$ cat config.mk
export PLATFORM = sky130hd
export DESIGN_NAME = audio_mixer_pwm_flat
export DESIGN_NICKNAME = d
export VERILOG_FILES = /design/src/rtl/audio_mixer_pwm_if.sv /design/src/rtl/audio_mixer_pwm.sv /design/src/flat_wrapper.sv
export SDC_FILE = /design/constraint.sdc
export NUM_CORES = 1
export LEC_CHECK = 0
export CAP_MARGIN = 40
export CORE_ASPECT_RATIO = 1.25
export CORE_MARGIN = 5
export CORE_UTILIZATION = 55
export DETAILED_ROUTE_END_ITERATION = 7
export GPL_TIMING_DRIVEN = 1
export PLACE_DENSITY = 0.74
export SYNTH_ARGS = -nofsm -noshare
export SYNTH_HDL_FRONTEND = slang
export SYNTH_SLANG_ARGS = --single-unit
$ cat constraint.sdc
create_clock -name CLK -period 9.4 [get_ports CLK]
set_input_delay 0.94 -clock CLK [delete_from_list [all_inputs] [get_ports CLK]]
set_output_delay 0.94 -clock CLK [all_outputs]
set_load 0.005 [all_outputs]
$ cat src/rtl/audio_mixer_pwm_if.sv
// Tone inputs, config bus and audio outputs of the mixer/PWM stage.
// Config bus has no handshake: CFG_WR qualifies one write per CLK, always accepted.
interface audio_mixer_pwm_if;
  logic       SOUT0;
  logic       SOUT1;
  logic [3:0] T;
  logic       CFG_WR;
  logic [1:0] CFG_A;
  logic [3:0] CFG_D;
  logic       AOUT;
  logic       FRAME;

  modport master (
    output SOUT0, SOUT1, T, CFG_WR, CFG_A, CFG_D,
    input  AOUT, FRAME
  );

  modport slave (
    input  SOUT0, SOUT1, T, CFG_WR, CFG_A, CFG_D,
    output AOUT, FRAME
  );
endinterface

$ cat src/rtl/audio_mixer_pwm.sv
// Volume-scaled mix of two square bits and a triangle level, rendered as a
// one-pin PWM or first-order sigma-delta audio bit.
module audio_mixer_pwm #(
  parameter int unsigned PWM_BITS    = 6,
  parameter int unsigned SYNC_STAGES = 2
) (
  input logic              CLK,
  input logic              RST,
  audio_mixer_pwm_if.slave bus
);

  localparam logic [PWM_BITS-1:0] CNT_TOP = {PWM_BITS{1'b1}};

  logic [SYNC_STAGES-1:0]      s0_sync_q, s0_sync_d;
  logic [SYNC_STAGES-1:0]      s1_sync_q, s1_sync_d;
  logic [SYNC_STAGES-1:0][3:0] t_sync_q, t_sync_d;
  logic [3:0]                  vol0_q, vol0_d;
  logic [3:0]                  vol1_q, vol1_d;
  logic [3:0]                  volt_q, volt_d;
  logic [2:0]                  ctrl_q, ctrl_d;
  logic [5:0]                  mix_q, mix_d;
  logic [PWM_BITS-1:0]         sample_q, sample_d;
  logic [PWM_BITS-1:0]         cnt_q, cnt_d;
  logic [PWM_BITS-1:0]         acc_q, acc_d;
  logic                        sdbit_q, sdbit_d;
  logic                        frame_q, frame_d;

  logic       s0, s1;
  logic [3:0] st;
  logic [7:0] tri_prod;
  logic       en, mode, mute;

  assign s0   = s0_sync_q[SYNC_STAGES-1];
  assign s1   = s1_sync_q[SYNC_STAGES-1];
  assign st   = t_sync_q[SYNC_STAGES-1];
  assign en   = ctrl_q[0];
  assign mode = ctrl_q[1];
  assign mute = ctrl_q[2];

  assign tri_prod = {4'b0000, st} * {4'b0000, volt_q};

  always_comb begin
    s0_sync_d = {s0_sync_q[SYNC_STAGES-2:0], bus.SOUT0};
    s1_sync_d = {s1_sync_q[SYNC_STAGES-2:0], bus.SOUT1};
    t_sync_d  = {t_sync_q[SYNC_STAGES-2:0], bus.T};

    vol0_d = vol0_q;
    vol1_d = vol1_q;
    volt_d = volt_q;
    ctrl_d = ctrl_q;
    if (bus.CFG_WR) begin
      case (bus.CFG_A)
        2'd0:    vol0_d = bus.CFG_D;
        2'd1:    vol1_d = bus.CFG_D;
        2'd2:    volt_d = bus.CFG_D;
        default: ctrl_d = bus.CFG_D[2:0];
      endcase
    end

    // Triangle contribution truncates to 0..14, so the sum tops out at 44.
    mix_d = {2'b00, (s0 ? vol0_q : 4'd0)}
          + {2'b00, (s1 ? vol1_q : 4'd0)}
          + {2'b00, tri_prod[7:4]};

    cnt_d    = '0;
    sample_d = '0;
    acc_d    = '0;
    sdbit_d  = 1'b0;
    frame_d  = 1'b0;
    if (en) begin
      cnt_d    = cnt_q + 1'b1;
      sample_d = sample_q;
      if (cnt_q == CNT_TOP) begin
        sample_d = '0;
        if (!mute) sample_d[5:0] = mix_q;
        frame_d = 1'b1;
      end
      {sdbit_d, acc_d} = {1'b0, acc_q} + {1'b0, sample_q};
    end
  end

  always_ff @(posedge CLK or posedge RST) begin
    if (RST) begin
      s0_sync_q <= '0;
      s1_sync_q <= '0;
      t_sync_q  <= '0;
      vol0_q    <= 4'h8;
      vol1_q    <= 4'h8;
      volt_q    <= 4'h8;
      ctrl_q    <= 3'b000;
      mix_q     <= '0;
      sample_q  <= '0;
      cnt_q     <= '0;
      acc_q     <= '0;
      sdbit_q   <= 1'b0;
      frame_q   <= 1'b0;
    end else begin
      s0_sync_q <= s0_sync_d;
      s1_sync_q <= s1_sync_d;
      t_sync_q  <= t_sync_d;
      vol0_q    <= vol0_d;
      vol1_q    <= vol1_d;
      volt_q    <= volt_d;
      ctrl_q    <= ctrl_d;
      mix_q     <= mix_d;
      sample_q  <= sample_d;
      cnt_q     <= cnt_d;
      acc_q     <= acc_d;
      sdbit_q   <= sdbit_d;
      frame_q   <= frame_d;
    end
  end

  // Gating with en silences the pin on the very cycle a disabling write lands.
  assign bus.AOUT  = en & (mode ? sdbit_q : (cnt_q < sample_q));
  assign bus.FRAME = en & frame_q;

endmodule
$ cat src/flat_wrapper.sv
// flat-port wrapper written by rule: the top's interface ports become plain ports
module audio_mixer_pwm_flat 
#(
  parameter int unsigned PWM_BITS    = 6,
  parameter int unsigned SYNC_STAGES = 2
)
  (CLK, RST, bus_SOUT0, bus_SOUT1, bus_T, bus_CFG_WR, bus_CFG_A, bus_CFG_D, bus_AOUT, bus_FRAME);
  audio_mixer_pwm_if bus_i ();
  input logic CLK;
  input logic RST;
  input wire logic [$bits(bus_i.SOUT0)-1:0] bus_SOUT0;
  input wire logic [$bits(bus_i.SOUT1)-1:0] bus_SOUT1;
  input wire logic [$bits(bus_i.T)-1:0] bus_T;
  input wire logic [$bits(bus_i.CFG_WR)-1:0] bus_CFG_WR;
  input wire logic [$bits(bus_i.CFG_A)-1:0] bus_CFG_A;
  input wire logic [$bits(bus_i.CFG_D)-1:0] bus_CFG_D;
  output wire logic [$bits(bus_i.AOUT)-1:0] bus_AOUT;
  output wire logic [$bits(bus_i.FRAME)-1:0] bus_FRAME;
  assign bus_i.SOUT0 = bus_SOUT0;
  assign bus_i.SOUT1 = bus_SOUT1;
  assign bus_i.T = bus_T;
  assign bus_i.CFG_WR = bus_CFG_WR;
  assign bus_i.CFG_A = bus_CFG_A;
  assign bus_i.CFG_D = bus_CFG_D;
  assign bus_AOUT = bus_i.AOUT;
  assign bus_FRAME = bus_i.FRAME;
  audio_mixer_pwm #(.PWM_BITS(PWM_BITS), .SYNC_STAGES(SYNC_STAGES)) u_core (.CLK(CLK), .RST(RST), .bus(bus_i));
endmodule
==> results_dict.tcl, run 1 <==
set metrics [dict create \
    gr-total-overflow 0 \
    clk_pin_slew_ns 0.09 \
    cp.required_ns 9.64 \
    internal_power_uw 425 \
    die_area_sq_um 6790 \
    pin_count 17 \
    cp_top_family "adder cells" \
    grtUsageTotal_pct 15.8 \
    final_common_cell "dfrtp_1" \
    switchingPower_uw 165 \
    drtIter0Drc 39 \
    crit_path_start_kind "register" \
    cts-root-buf "clkbuf_8" \
    cts_resized 0 \
    h-tree-depth 2 \
    hp-class "reg -> reg" \
    rows 29 \
    post-route-min-period_ns 3.69 \
    cts_buffer_depth 2 \
    yosysTopAreaCell "dfrtp_1" \
    finalHoldViolations 0 \
    ys_seq_elements 53 \
    route.detailed.drc 0 \
    fp.dieH_um 90.9 \
    cts_hold_buf 0 \
    power_uw 590 \
    vdd_drop_max_mv 0.139 \
    avgRoutedWirePerCell_um 14.2 \
    worstHoldStart "u_core.t_sync_d[6]" \
    setup_viol_count_final 0 \
    antenna_cells 0 \
    maxCapViolations 0 \
    worst-path-buf-inv 1 \
    synth_nets 304 \
    clk_latency_ns 0.30 \
    cts_setup_buffers 0 \
    portBuffers 16 \
    synthTopCellsByArea "dfrtp_1 (43%), ha_1 (13%), mux2_2 (5.9%)" \
    yosysSeqAreaShare_pct 46.2 \
    ant_nets 0 \
    multi_input_area_sq_um 1480 \
    grt_pass1_vias 1950 \
    place.gp.congestion 0.832 \
    syn-cell-area_sq_um 2880 \
    p_comb_share_pct 26.5 \
    ff_latch_area_sq_um 1330 \
    cts-buffers-inserted 5 \
    worstSetupPathType "reg -> reg" \
    final_cell_mix "dfrtp_1 (50), ha_1 (30), and2_1 (24)" \
    wl_um 4790 \
    critPathLaunch "u_core.volt_q[3]" \
    finClkSkew_ns 0.0151 \
    synth_top_cell_area_share_pct 43.5 \
    fill_cells 421 \
    timing.fmax_mhz 271 \
    run_status "completed" \
    dr.pass1.iters 4 \
    placeableCoreArea_sq_um 5080 \
    p_leak_uw 0.00156 \
    cp.arrival_ns 3.93 \
    slew_headroom_pct 75.2 \
    grt_max_degree 38 \
    slowest_delay_ns 0.56 \
    rsz0062_at_grt "no" \
    vias 1891 \
    ys_types 35 \
    fin_setup_tns_ns 0 \
    place_ws_ns 5.78 \
    hpwl_um 3840 \
    cts.sinks 53 \
    swShare_pct 28.0 \
    layout.nets 326 \
    reg2reg_from "u_core.volt_q[3]" \
    cp_cell_sequence "nand2_1, fa_1, inv_1, fa_1, ha_1, nand4_1, nor2_1, nor2_1, xnor2_1, ha_1, fa_1, a21o_1, a21oi_1, xor2_1" \
    syn_inst 253 \
    final_layout_size_suffix_gt1_share_pct 10.9 \
    fin_util_pct 64.0 \
    critPathSlowestCell "dfstp_2" \
    critPathMostFrequentCell "fa_1" \
    holdWs_ns 0.354 \
    die_w_um 74.7 \
    worst_pin_slew_ns 0.372 \
    drv_slew 0 \
    cts_tree "built" \
    pwr-share-clk_pct 26.6 \
    viasPerCell 5.59 \
    fin_ws_ns 5.71 \
    start_util_pct 56.7 \
    cp_max_fo 5 \
    seqPwrFrac_pct 47.0 \
    final.period_utilization_pct 39.3 \
    power.density_nw_per_um2 182 \
    yosys_warnings 0 \
    antenna_found_initial 0 \
    grt_pass1_wl_um 8450 \
    area_growth_pct 12.9 \
    end_kind "register" \
    syn_area_per_cell_sq_um 11.4 \
]
path summary, 6_finish.rpt:
path,endpoint,slack [ns],depth (start not counted)
max in group asynchronous,u_core.volt_q[3],7.89,3
worst min-delay path,u_core.st[2],0.35,0
worst max register to register,u_core.mix_q[4],5.71,14
worst max-delay path,u_core.mix_q[4],5.71,14
worst min register to register,u_core.st[2],0.35,0
min in group asynchronous,u_core.cnt_q[2],0.92,2
worst register-to-register path, stage by stage (launching register included):
cell and delay, ns:
dfstp_2 0.56, nand2_1 0.08, fa_1 0.53, inv_1 0.05, fa_1 0.47, ha_1 0.30, nand4_1 0.16, nor2_1 0.14
nor2_1 0.07, xnor2_1 0.13, ha_1 0.23, fa_1 0.40, a21o_1 0.20, a21oi_1 0.17, xor2_1 0.15
cell usage after synthesis:
cell,n
a21oi_2,1
o22ai_1,1
ha_1,30
o21ai_0,10
nand3b_1,9
nand4b_1,3
nand3_1,5
nor2b_1,1
fa_1,6
a21o_1,6
nor2_1,8
o211ai_1,1
nand4_1,2
a211oi_1,2
inv_1,16
a21oi_1,8
nor3b_2,1
xor2_1,6
or3_1,1
mux2_2,15
a31oi_1,1
and2b_1,1
xnor2_1,7
a41oi_1,1
a21boi_0,7
nand2b_1,2
clkbuf_1,3
and3b_1,1
dfstp_2,3
o211a_1,1
dfrtp_1,50
nand2_1,18
and3_1,1
and2_1,24
or4b_1,1
routing by layer:
metal	global-route usage, %	routed length, um
met4	4.75	85
met2	28.4	2650
met5	0	0
met3	3.34	150
met1	18.3	1900
flip-flops by register name, indices dropped and copies added (netlist names), 3 cells and up:
signal           count
u_core.vol1_q        4
u_core.st            4
u_core.cnt_q         6
u_core.mix_q         6
u_core.t_sync_d      4
u_core.vol0_q        4
u_core.ctrl_q        3
u_core.sample_q      6
u_core.volt_q        4
u_core.acc_q         6
cell type report:
cell class | count | share of cell area [%]
multi-input combinational | 181 | 45.5
sequential | 53 | 40.9
inverter | 16 | 1.85
timing repair buffer | 18 | 5.78
clock buffer | 7 | 2.66
tap | 62 | 2.39
clock inverter | 1 | 0.924
power by group through the flow:
stage	sequential (uW)	combinational, uW	clock, uW
after floorplan	275	120	0
after global placement	281	148	0
after detailed placement	282	157	0
after CTS	277	160	161
after global routing	282	179	172
final	277	156	157
logic make-up after synthesis:
kind of cell,share of synthesized area [%]
AND/OR/NAND/NOR,15.6
AO/OA/AOI/OAI,8.69
XOR/XNOR,3.95
adder cells (fa/ha/maj),17.2
multiplexers,5.87
buffers and inverters,2.48
flip-flops,46.2
per-stage QoR:
step	instance area, sq um	std cells
3_3_place_gp	3110	329
3_5_place_dp	3130	330
6_report	3250	338
5_1_grt	3250	338
4_1_cts	3250	338
2_1_floorplan	2880	253
(Power assumes the default switching activity.)
==> run 2: changes to the inputs <==
==> constraint.sdc (replaced) <==
create_clock -name CLK -period 3.62 [get_ports CLK]
set_input_delay 0.362 -clock CLK [delete_from_list [all_inputs] [get_ports CLK]]
set_output_delay 0.362 -clock CLK [all_outputs]
set_load 0.005 [all_outputs]
==> run 2 against run 1 <==
Routed wire length rose by 0.92%. Sequential cell count stayed put. Count of clock-buffer cells in the layout did not move. Combinational power grew to 2.9 times the previous value. Fmax rose by 4.8%. Worst hold slack got worse by 0.023 ns. Final cell count is 0.89% higher. Largest cell class unchanged. Clock power grew 110%. Clock skew decreased by 0.0025 ns. Non-clock buffer count is 3 higher. First-iteration DRC count grew 72%. Worst setup slack got worse by 5.6 ns.
==> results_dict.tcl, run 2 (synthesis results as in run 1) <==
set metrics [dict create \
    place.gp.congestion 0.826 \
    gr-total-overflow 0 \
    cts-buffers-inserted 5 \
    layout.nets 329 \
    grt_pass1_vias 1973 \
    slew_headroom_pct 75.1 \
    maxCapViolations 0 \
    final_common_cell "dfrtp_1" \
    instances_no_fill 341 \
    cp_max_fo 4 \
    fill_cells 412 \
    final_cell_mix "dfrtp_1 (50), ha_1 (28), and2_1 (24)" \
    worst_pin_slew_ns 0.373 \
    cts_tree "built" \
    die_area_sq_um 6790 \
    slowest_delay_ns 0.56 \
    worst-path-buf-inv 1 \
    seqPwrFrac_pct 48.0 \
    final.period_utilization_pct 97.2 \
    cp_cell_sequence "nand2_2, fa_1, inv_1, fa_1, ha_1, nand4_1, nor2_1, nor2_1, xnor2_1, ha_2, fa_2, a21o_1, a21oi_2, xor2_1" \
    ant_nets 0 \
    reg2reg_from "u_core.volt_q[3]" \
    start_util_pct 56.7 \
    hp-class "in -> async" \
    finalHoldViolations 0 \
    p_comb_share_pct 30.2 \
    placed_cells 331 \
    cts-root-buf "clkbuf_8" \
    critPathLaunch "u_core.volt_q[3]" \
    internal_power_uw 1050 \
    route.detailed.drc 0 \
    clk_latency_ns 0.31 \
    pwr-share-clk_pct 21.8 \
    h-tree-depth 2 \
    place_ws_ns -0.0381 \
    power.density_nw_per_um2 456 \
    cp.arrival_ns 3.76 \
    grt_max_degree 38 \
    swShare_pct 30.0 \
    timing.fmax_mhz 284 \
    fp.dieH_um 90.9 \
    wl_um 4830 \
    antenna_found_initial 0 \
    p_leak_uw 0.00156 \
    avgRoutedWirePerCell_um 14.2 \
    switchingPower_uw 448 \
    fin_util_pct 64.5 \
    vias 1870 \
    finClkSkew_ns 0.0127 \
    worstSetupPathType "reg -> reg" \
    fin_area_sq_um 3280 \
    cts_buffer_depth 2 \
    grtUsageTotal_pct 16.1 \
    final_layout_size_suffix_gt1_share_pct 14.0 \
    cp.required_ns 3.86 \
    die_w_um 74.7 \
    post-route-min-period_ns 3.52 \
    cts.sinks 53 \
    worst-path-stages 14 \
    drv_slew 0 \
    power_uw 1490 \
    setup_viol_count_final 0 \
    drtIter0Drc 67 \
    rows 29 \
    placed_area_sq_um 3140 \
    clk_pin_slew_ns 0.10 \
    run_status "completed" \
    placeableCoreArea_sq_um 5080 \
    hpwl_um 3880 \
    pin_count 17 \
    critPathSlowestCell "dfstp_2" \
    grt_pass1_wl_um 8520 \
    end_kind "register" \
    portBuffers 16 \
    dr.pass1.iters 4 \
    cp_top_family "adder cells" \
    vdd_drop_max_mv 0.397 \
    r2r_cells 14 \
    crit_path_start_kind "register" \
    viasPerCell 5.48 \
    area_growth_pct 13.8 \
    antenna_cells 0 \
    fin_ws_ns 0.0998 \
]
==> run 2: metal layers <==
layer  track usage [%]  part of all wire (%)  vias to the layer above  wire length, um
li1                  -                     -                      924                -
met2              28.0                    56                       23             2720
met1              19.5                    39                      916             1870
met5                 0                     0                        -                0
met3              3.01                   3.0                        7              143
met4              5.19                   1.9                        0               90
==> run 2: area by class of cell <==
type / count / area (sq um) / share of cell area [%]
clock inverter: 1 / 7.51 / 0.229
tap: 62 / 77.6 / 2.37
multi-input combinational: 181 / 1520 / 46.2
timing repair buffer: 21 / 210 / 6.41
sequential: 53 / 1330 / 40.6
inverter: 16 / 60.1 / 1.83
clock buffer: 7 / 76.3 / 2.33
==> run 2: path summary, 6_finish.rpt <==
check | to | slack, ns
setup reg to reg | u_core.mix_q[4] | 0.1
max in group asynchronous | u_core.volt_q[3] | 2.70
hold / removal | u_core.cnt_q[4] | 0.33
min in group CLK | u_core.st[0] | 0.35
hold reg to reg | u_core.st[0] | 0.35
setup / recovery | u_core.mix_q[4] | 0.1
==> run 2: what timing repair did <==
action,in CTS,in global routing
hold buffers,0,0
gates resized for setup,2,6
setup buffers,0,2
pin swaps,0,9
endpoints found under the setup margin,1,3
==> run 2: power by group through the flow <==
| stage | clock (uW) | combinational (uW) | sequential, uW |
|---|---|---|---|
| floorplan | 0 | 313 | 715 |
| global placement | 0 | 390 | 728 |
| CTS | 335 | 426 | 718 |
| global route | 360 | 511 | 729 |
| detailed placement | 0 | 417 | 730 |
| finish | 325 | 451 | 718 |
==> run 2: stage by stage <==
stage / TNS, ns / hold slack (ns)
floorplan: 0 / 0.331
global placement: 0 / 0.333
detailed placement: -0.0381 / 0.337
CTS: 0 / 0.343
global route: -0.0329 / 0.366
finish: 0 / 0.332
